**src/rtl/i2c_pkg.sv**
```systemverilog
// Shared constants and FSM encoding for the I2C target endpoint.
package i2c_pkg;

    localparam int unsigned ADDR_W = 7;
    localparam int unsigned BYTE_W = 8;

    localparam logic ACK     = 1'b0;
    localparam logic NACK    = 1'b1;
    localparam logic RW_READ = 1'b1;

    localparam logic [2:0] ST_IDLE     = 3'd0;
    localparam logic [2:0] ST_ADDR     = 3'd1;
    localparam logic [2:0] ST_ADDR_ACK = 3'd2;
    localparam logic [2:0] ST_WR_BYTE  = 3'd3;
    localparam logic [2:0] ST_WR_ACK   = 3'd4;
    localparam logic [2:0] ST_RD_BYTE  = 3'd5;
    localparam logic [2:0] ST_RD_ACK   = 3'd6;
    localparam logic [2:0] ST_IGNORE   = 3'd7;

    typedef enum logic [2:0] {
        StIdle    = ST_IDLE,
        StAddr    = ST_ADDR,
        StAddrAck = ST_ADDR_ACK,
        StWrByte  = ST_WR_BYTE,
        StWrAck   = ST_WR_ACK,
        StRdByte  = ST_RD_BYTE,
        StRdAck   = ST_RD_ACK,
        StIgnore  = ST_IGNORE
    } state_e;

endpackage

```
**src/rtl/i2c_line_mon.sv**
```systemverilog
// SCL/SDA line monitor: input synchroniser, optional 3-sample glitch filter
// (enabled by defining I2C_GLITCH_FILTER_EN) and single-cycle bus event pulses.
module i2c_line_mon #(
    parameter int unsigned SYNC_STAGES = 2
) (
    input  logic clk_i,
    input  logic reset_i,
    input  logic scl_i,
    input  logic sda_i,
    output logic sda_o,
    output logic scl_rise_o,
    output logic scl_fall_o,
    output logic start_o,
    output logic stop_o
);

    logic [SYNC_STAGES-1:0] scl_sync_q;
    logic [SYNC_STAGES-1:0] sda_sync_q;
    logic                   scl_s;
    logic                   sda_s;
    logic                   scl_v;
    logic                   sda_v;
    logic                   scl_h_q;
    logic                   sda_h_q;

    // Bring the asynchronous bus lines into the CLK domain.
    always_ff @(posedge clk_i) begin
        if (reset_i) begin
            scl_sync_q <= '0;
            sda_sync_q <= '0;
        end else begin
            scl_sync_q <= {scl_sync_q[SYNC_STAGES-2:0], scl_i};
            sda_sync_q <= {sda_sync_q[SYNC_STAGES-2:0], sda_i};
        end
    end

    assign scl_s = scl_sync_q[SYNC_STAGES-1];
    assign sda_s = sda_sync_q[SYNC_STAGES-1];

`ifdef I2C_GLITCH_FILTER_EN
    logic [1:0] scl_win_q;
    logic [1:0] sda_win_q;
    logic       scl_filt_q;
    logic       sda_filt_q;
    logic       scl_filt_d;
    logic       sda_filt_d;

    // Filtered level follows the line only once three consecutive samples agree.
    always_comb begin
        scl_filt_d = scl_filt_q;
        sda_filt_d = sda_filt_q;
        if (scl_win_q == {2{scl_s}}) scl_filt_d = scl_s;
        if (sda_win_q == {2{sda_s}}) sda_filt_d = sda_s;
    end

    // Sample window and filtered-level state.
    always_ff @(posedge clk_i) begin
        if (reset_i) begin
            scl_win_q  <= '0;
            sda_win_q  <= '0;
            scl_filt_q <= 1'b0;
            sda_filt_q <= 1'b0;
        end else begin
            scl_win_q  <= {scl_win_q[0], scl_s};
            sda_win_q  <= {sda_win_q[0], sda_s};
            scl_filt_q <= scl_filt_d;
            sda_filt_q <= sda_filt_d;
        end
    end

    assign scl_v = scl_filt_d;
    assign sda_v = sda_filt_d;
`else
    assign scl_v = scl_s;
    assign sda_v = sda_s;
`endif

    // One-cycle history used for edge detection.
    always_ff @(posedge clk_i) begin
        if (reset_i) begin
            scl_h_q <= 1'b0;
            sda_h_q <= 1'b0;
        end else begin
            scl_h_q <= scl_v;
            sda_h_q <= sda_v;
        end
    end

    assign sda_o      = sda_v;
    assign scl_rise_o = scl_v & ~scl_h_q;
    assign scl_fall_o = ~scl_v & scl_h_q;
    // SDA may only move while SCL is high for a START/STOP condition.
    assign start_o    = scl_v & scl_h_q & sda_h_q & ~sda_v;
    assign stop_o     = scl_v & scl_h_q & ~sda_h_q & sda_v;

endmodule

```
**src/rtl/i2c_target.sv**
```systemverilog
// I2C target endpoint: 7-bit address, DATA_W-bit words sent as bytes MSB first.
// Glitch filtering on the bus inputs is enabled by defining I2C_GLITCH_FILTER_EN.
module i2c_target
    import i2c_pkg::*;
#(
    parameter logic [ADDR_W-1:0] TARGET_ADDR = 7'h2A,
    parameter int unsigned       DATA_W      = 16,
    parameter int unsigned       SYNC_STAGES = 2
) (
    input  logic              clk_i,
    input  logic              reset_i,
    input  logic              scl_i,
    input  logic              sda_in_i,
    output logic              sda_out_o,
    output logic              sda_oe_o,
    input  logic [DATA_W-1:0] rd_data_i,
    output logic [DATA_W-1:0] wr_data_o,
    output logic              wr_stb_o,
    output logic              addr_hit_o,
    output logic              busy_o
);

    localparam int unsigned NBYTES = DATA_W / BYTE_W;
    localparam int unsigned BCW    = (NBYTES > 1) ? $clog2(NBYTES) : 1;

    logic              sda;
    logic              scl_rise;
    logic              scl_fall;
    logic              start;
    logic              stop;

    state_e            state_q;
    logic [3:0]        bit_cnt_q;
    logic [BCW-1:0]    byte_cnt_q;
    logic [6:0]        addr_sh_q;
    logic              rw_q;
    logic [DATA_W-1:0] rx_q;
    logic [DATA_W-1:0] tx_q;
    logic              sda_out_q;
    logic              sda_oe_q;
    logic [DATA_W-1:0] wr_data_q;
    logic              wr_stb_q;
    logic              addr_hit_q;
    logic              busy_q;

    logic [7:0]        addr_byte;
    logic              last_byte;

    i2c_line_mon #(
        .SYNC_STAGES(SYNC_STAGES)
    ) u_line_mon (
        .clk_i     (clk_i),
        .reset_i   (reset_i),
        .scl_i     (scl_i),
        .sda_i     (sda_in_i),
        .sda_o     (sda),
        .scl_rise_o(scl_rise),
        .scl_fall_o(scl_fall),
        .start_o   (start),
        .stop_o    (stop)
    );

    // Address byte including the bit being sampled now; last byte of the current word.
    always_comb begin
        addr_byte = {addr_sh_q, sda};
        last_byte = (byte_cnt_q == BCW'(NBYTES - 1));
    end

    // Protocol FSM. SDA outputs only move on scl_fall, so they settle while SCL is low.
    always_ff @(posedge clk_i) begin
        if (reset_i) begin
            state_q    <= StIdle;
            bit_cnt_q  <= '0;
            byte_cnt_q <= '0;
            addr_sh_q  <= '0;
            rw_q       <= 1'b0;
            rx_q       <= '0;
            tx_q       <= '0;
            sda_out_q  <= 1'b0;
            sda_oe_q   <= 1'b0;
            wr_data_q  <= '0;
            wr_stb_q   <= 1'b0;
            addr_hit_q <= 1'b0;
            busy_q     <= 1'b0;
        end else begin
            addr_hit_q <= 1'b0;
            wr_stb_q   <= 1'b0;
            if (stop) begin
                state_q    <= StIdle;
                sda_oe_q   <= 1'b0;
                sda_out_q  <= 1'b0;
                busy_q     <= 1'b0;
                bit_cnt_q  <= '0;
                byte_cnt_q <= '0;
            end else if (start) begin
                // Covers both first and repeated START; any partial word is dropped.
                state_q    <= StAddr;
                sda_oe_q   <= 1'b0;
                sda_out_q  <= 1'b0;
                busy_q     <= 1'b1;
                bit_cnt_q  <= '0;
                byte_cnt_q <= '0;
            end else begin
                unique case (state_q)
                    StIdle: ;
                    StAddr: begin
                        if (scl_rise) begin
                            addr_sh_q <= addr_byte[6:0];
                            bit_cnt_q <= bit_cnt_q + 4'd1;
                            if (bit_cnt_q == 4'd7) begin
                                bit_cnt_q <= '0;
                                if (addr_byte[7:1] == TARGET_ADDR) begin
                                    addr_hit_q <= 1'b1;
                                    tx_q       <= rd_data_i;
                                    byte_cnt_q <= '0;
                                    rw_q       <= addr_byte[0];
                                    state_q    <= StAddrAck;
                                end else begin
                                    state_q <= StIgnore;
                                end
                            end
                        end
                    end
                    StAddrAck: begin
                        // bit_cnt_q marks whether the ACK bit is already on the bus.
                        if (scl_fall) begin
                            if (bit_cnt_q == 4'd0) begin
                                sda_oe_q  <= 1'b1;
                                sda_out_q <= ACK;
                                bit_cnt_q <= 4'd1;
                            end else if (rw_q == RW_READ) begin
                                sda_out_q <= tx_q[DATA_W-1];
                                tx_q      <= {tx_q[DATA_W-2:0], 1'b0};
                                bit_cnt_q <= 4'd1;
                                state_q   <= StRdByte;
                            end else begin
                                sda_oe_q  <= 1'b0;
                                bit_cnt_q <= '0;
                                state_q   <= StWrByte;
                            end
                        end
                    end
                    StWrByte: begin
                        if (scl_rise) begin
                            rx_q <= {rx_q[DATA_W-2:0], sda};
                            if (bit_cnt_q == 4'd7) begin
                                bit_cnt_q <= '0;
                                state_q   <= StWrAck;
                            end else begin
                                bit_cnt_q <= bit_cnt_q + 4'd1;
                            end
                        end
                    end
                    StWrAck: begin
                        if (scl_fall) begin
                            if (bit_cnt_q == 4'd0) begin
                                sda_oe_q  <= 1'b1;
                                sda_out_q <= ACK;
                                bit_cnt_q <= 4'd1;
                            end else begin
                                sda_oe_q  <= 1'b0;
                                bit_cnt_q <= '0;
                                state_q   <= StWrByte;
                                if (last_byte) begin
                                    wr_data_q  <= rx_q;
                                    wr_stb_q   <= 1'b1;
                                    byte_cnt_q <= '0;
                                end else begin
                                    byte_cnt_q <= byte_cnt_q + BCW'(1);
                                end
                            end
                        end
                    end
                    StRdByte: begin
                        // bit_cnt_q counts bits already driven; the 8th fall hands SDA back.
                        if (scl_fall) begin
                            if (bit_cnt_q == 4'd8) begin
                                sda_oe_q  <= 1'b0;
                                sda_out_q <= 1'b0;
                                bit_cnt_q <= '0;
                                state_q   <= StRdAck;
                            end else begin
                                sda_out_q <= tx_q[DATA_W-1];
                                tx_q      <= {tx_q[DATA_W-2:0], 1'b0};
                                bit_cnt_q <= bit_cnt_q + 4'd1;
                            end
                        end
                    end
                    StRdAck: begin
                        if (scl_rise) begin
                            if (sda == NACK) begin
                                state_q <= StIgnore;
                            end else begin
                                bit_cnt_q <= 4'd1;
                                if (last_byte) begin
                                    tx_q       <= rd_data_i;
                                    byte_cnt_q <= '0;
                                end else begin
                                    byte_cnt_q <= byte_cnt_q + BCW'(1);
                                end
                            end
                        end else if (scl_fall && bit_cnt_q == 4'd1) begin
                            sda_oe_q  <= 1'b1;
                            sda_out_q <= tx_q[DATA_W-1];
                            tx_q      <= {tx_q[DATA_W-2:0], 1'b0};
                            bit_cnt_q <= 4'd1;
                            state_q   <= StRdByte;
                        end
                    end
                    StIgnore: ;
                endcase
            end
        end
    end

    assign sda_out_o  = sda_out_q;
    assign sda_oe_o   = sda_oe_q;
    assign wr_data_o  = wr_data_q;
    assign wr_stb_o   = wr_stb_q;
    assign addr_hit_o = addr_hit_q;
    assign busy_o     = busy_q;

endmodule

```
**config.mk**
```make
export PLATFORM = sky130hd
export DESIGN_NAME = i2c_target
export DESIGN_NICKNAME = d
export VERILOG_FILES = /design/src/rtl/i2c_pkg.sv /design/src/rtl/i2c_line_mon.sv /design/src/rtl/i2c_target.sv
export SDC_FILE = /design/constraint.sdc
export NUM_CORES = 1
export LEC_CHECK = 0
export ABC_CLOCK_PERIOD_IN_PS = 5800
export CAP_MARGIN = 20
export CORE_MARGIN = 2
export CORE_UTILIZATION = 45
export DETAILED_ROUTE_END_ITERATION = 7
export GPL_TIMING_DRIVEN = 0
export HOLD_SLACK_MARGIN = 0.12
export PLACE_DENSITY_LB_ADDON = 0.08
export SYNTH_ARGS = -nofsm -noshare
export SYNTH_HDL_FRONTEND = slang
export SYNTH_HIERARCHICAL = 1
export SYNTH_SLANG_ARGS = --single-unit
```
**constraint.sdc**
```tcl
create_clock -name clk_i -period 5.8 [get_ports clk_i]
set_clock_uncertainty 0.1 [all_clocks]
set_input_delay 0.87 -clock clk_i [delete_from_list [all_inputs] [get_ports clk_i]]
set_output_delay 0.87 -clock clk_i [all_outputs]
set_load 0.02 [all_outputs]
```
==> results by group <==
Die
  – Num ports: 41
  – DIE WIDTH: 94.9 um
  – Row count: 33
  – Total core area: 8090 sq um
  – Die height: 94.9 um
  – Initial Util: 45.9%
  – Die ar.: 9000 sq um

Global routing
  – First-pass GRT wire length: 14300 um
  – Largest net degree at the start of global routing: 15
  – Vias in the first global route: 3004
  – Grt total ovfl: 0
  – Total GRT Usage: 20.3%
  – Initial antenna violation count: 0

STA
  – Final worst setup slack: 3010 ps
  – Final Hold Fails: 0
  – Worst hold slack: 346 ps
  – Fin crit period: 2790 ps
  – Max Fclk: 359 MHz
  – Period utilization: 48.1%
  – Slew @ Worst Pin: 813 ps
  – Slew headroom: 45.3%
  – Final setup viols: 0
  – Max Slew Vio Count: 0
  – Total negative slack: 0 ps
  – RSZ-0062 raised after global routing: false

Layout
  – Layout fillers: 798
  – Multi-input gate area: 2020 sq um
  – Post-route design area: 4460 sq um
  – Final net count: 507
  – Area Overhead vs Synth: 20.1%
  – Antenna diodes: 0
  – Final core utilization: 55.1%
  – Register Area: 1500 sq um
  – Layout cells sized above 1: 7.98%

Detailed routing
  – Met3 wire len: 430 um
  – Met1 wire length: 4090 um
  – TritonRoute pass-1 iters: 5
  – DR WL/cell: 14.4 um
  – Final wirelength: 8560 um
  – Post-route DRC: 0
  – Vias: 3239
  – Iteration-0 DRC Markers: 156
  – ANT nets after route: 0
  – Top sig layer: met4
  – Routed vias/inst: 5.45
  – Metal2 WL: 3840 um

Placed design
  – # port buffers: 40
  – DP Area: 4250 sq um
  – HPWL Detailed: 6020 um
  – Worst slack, placed: 2630 ps
  – Gpl congestion: 0.949

Yosys
  – Synth Net Count: 455
  – Register area share after synthesis: 40.4%
  – Synth Flop Type: dfxtp_1
  – Post-synth ARST share: 0%
  – Post-synth EDFFs: 0
  – Mean post-synth cell area: 8.60 sq um
  – Ys Warns: 6
  – Synth cell types: 59
  – #FFs+latches synth: 75
  – Mapped Cells: 432
  – Cell Area, Synth: 3720 sq um

CTS
  – Post-cts resize count: 0
  – H-tree levels: 3
  – Hold-fix buffers, CTS: 0
  – Num CTS Buffers: 9
  – Setup repair bufs after CTS: 0
  – Clock root cell: clkbuf_8
  – Clk_lat worst skew: 360 ps
  – Clock transition at path regs: 80 ps
  – Longest Clk Path Bufs: 2
  – CTS tree: yes
  – Clk sinks: 75

Worst setup path
  – CP Class: flop to flop
  – Worst Path Required: 6010 ps
  – Startpoint class of the critical path: flop
  – FF-to-FF path depth: 7
  – Crit path arrival time: 3000 ps
  – Crit end category: flop
  – Crit-path max FO: 10

Pwr
  – Leakage: 1.88 nW
  – Pwr per Cell Area: 230 nW/um^2
  – Max VDD drop: 132 uV

Run
  – Max-capacitance violation count: 0

Hold path
  – Hold path cells: 1
  – Min-delay worst type: flop to flop

Status
  – Status: complete, no violations
-- critical path, cell delays in order, from the launching register on --
cell and delay [ps]:
dfxtp_1 360, nor2b_1 530, and4bb_1 370, a221oi_1 110, a2111o_1 460, buf_2 210
or4_1 520, nand2_1 70
-- registers in the layout, summed over array words and instances, names as in the netlist, 2 cells and up --
signal and cells:
addr_sh_q 7, u_line_mon/scl_sync_q 2, bit_cnt_q 4, state_q 3, wr_data_o 16, rx_q 16
tx_q 16, u_line_mon/sda_sync_q 2
-- cell type report --
type | instances | share of cell area (%)
Multi-Input combinational cell | 316 | 45.2
Tap cell | 105 | 2.94
Clock inverter | 6 | 1.63
Inverter | 7 | 0.589
Buffer | 34 | 3.78
Timing Repair Buffer | 41 | 9.08
Sequential cell | 75 | 33.6
Clock buffer | 10 | 3.08
-- metal layers --
layer | track usage (%) | up-vias
li1 | - | 1627
met1 | 27.3 | 1496
met2 | 31.9 | 102
met3 | 3.51 | 14
met4 | 9.18 | 0
met5 | 0 | -
-- final timing paths --
check                                  end  slack [ps]                startpoint
hold reg to reg   u_line_mon/scl_sync_q[1]         350  u_line_mon/scl_sync_q[0]
setup reg to reg                   tx_q[7]        3010        u_line_mon/scl_h_q
hold / removal    u_line_mon/scl_sync_q[1]         350  u_line_mon/scl_sync_q[0]
setup / recovery                   tx_q[7]        3010        u_line_mon/scl_h_q
-- Yosys cell counts, drive strengths merged (8+ instances only) --
cell type | n | area [sq um]
mux2i | 42 | 420
clkbuf | 22 | 86.3
nor2b | 28 | 185
nand3 | 8 | 40.0
buf | 12 | 82.6
or4 | 18 | 135
nor2 | 36 | 135
a21oi | 30 | 161
dfxtp | 75 | 1500
o21ai | 23 | 115
nand2 | 57 | 214
-- cells by family (layout without fill, tap and decap cells) --
logic type               Yosys count  in the layout  synth area share, %
AO/OA/AOI/OAI                     82             82                 14.1
adder cells (fa/ha/maj)            3              3                 1.01
buffers and inverters             41             98                 5.25
flip-flops                        75             75                 40.4
multiplexers                      43             43                 11.6
AND/OR/NAND/NOR                  188            188                 27.6
-- report_power, final --
| part | internal (mW) | switching [mW] |
|---|---|---|
| sequential | 0.520 | 0.00363 |
| clock | 0.216 | 0.209 |
| combinational | 0.0341 | 0.0438 |
-- metrics by stage --
stage	cells	total power, mW
3_5_place_dp	577	0.613
3_3_place_gp	577	0.613
6_report	594	1.03
4_1_cts	593	1.04
5_1_grt	594	1.07
2_1_floorplan	432	0.583
-- placed cells by master, fill, tap and decap left out, drive strengths merged, types with 4 or more instances in the layout --
cell type	netlist	final
nor2b	28	28
nor3	4	4
nand3	8	8
buf	12	12
o21ai	23	23
nand2	57	57
dfxtp	75	75
clkbuf	22	33
clkdlybuf4s50	0	40
nand3b	7	7
nor2	36	36
inv	7	9
mux2i	42	42
o211ai	4	4
or4	18	18
a21oi	30	30
nand2b	4	4
Power figures use the tool's default switching activity.
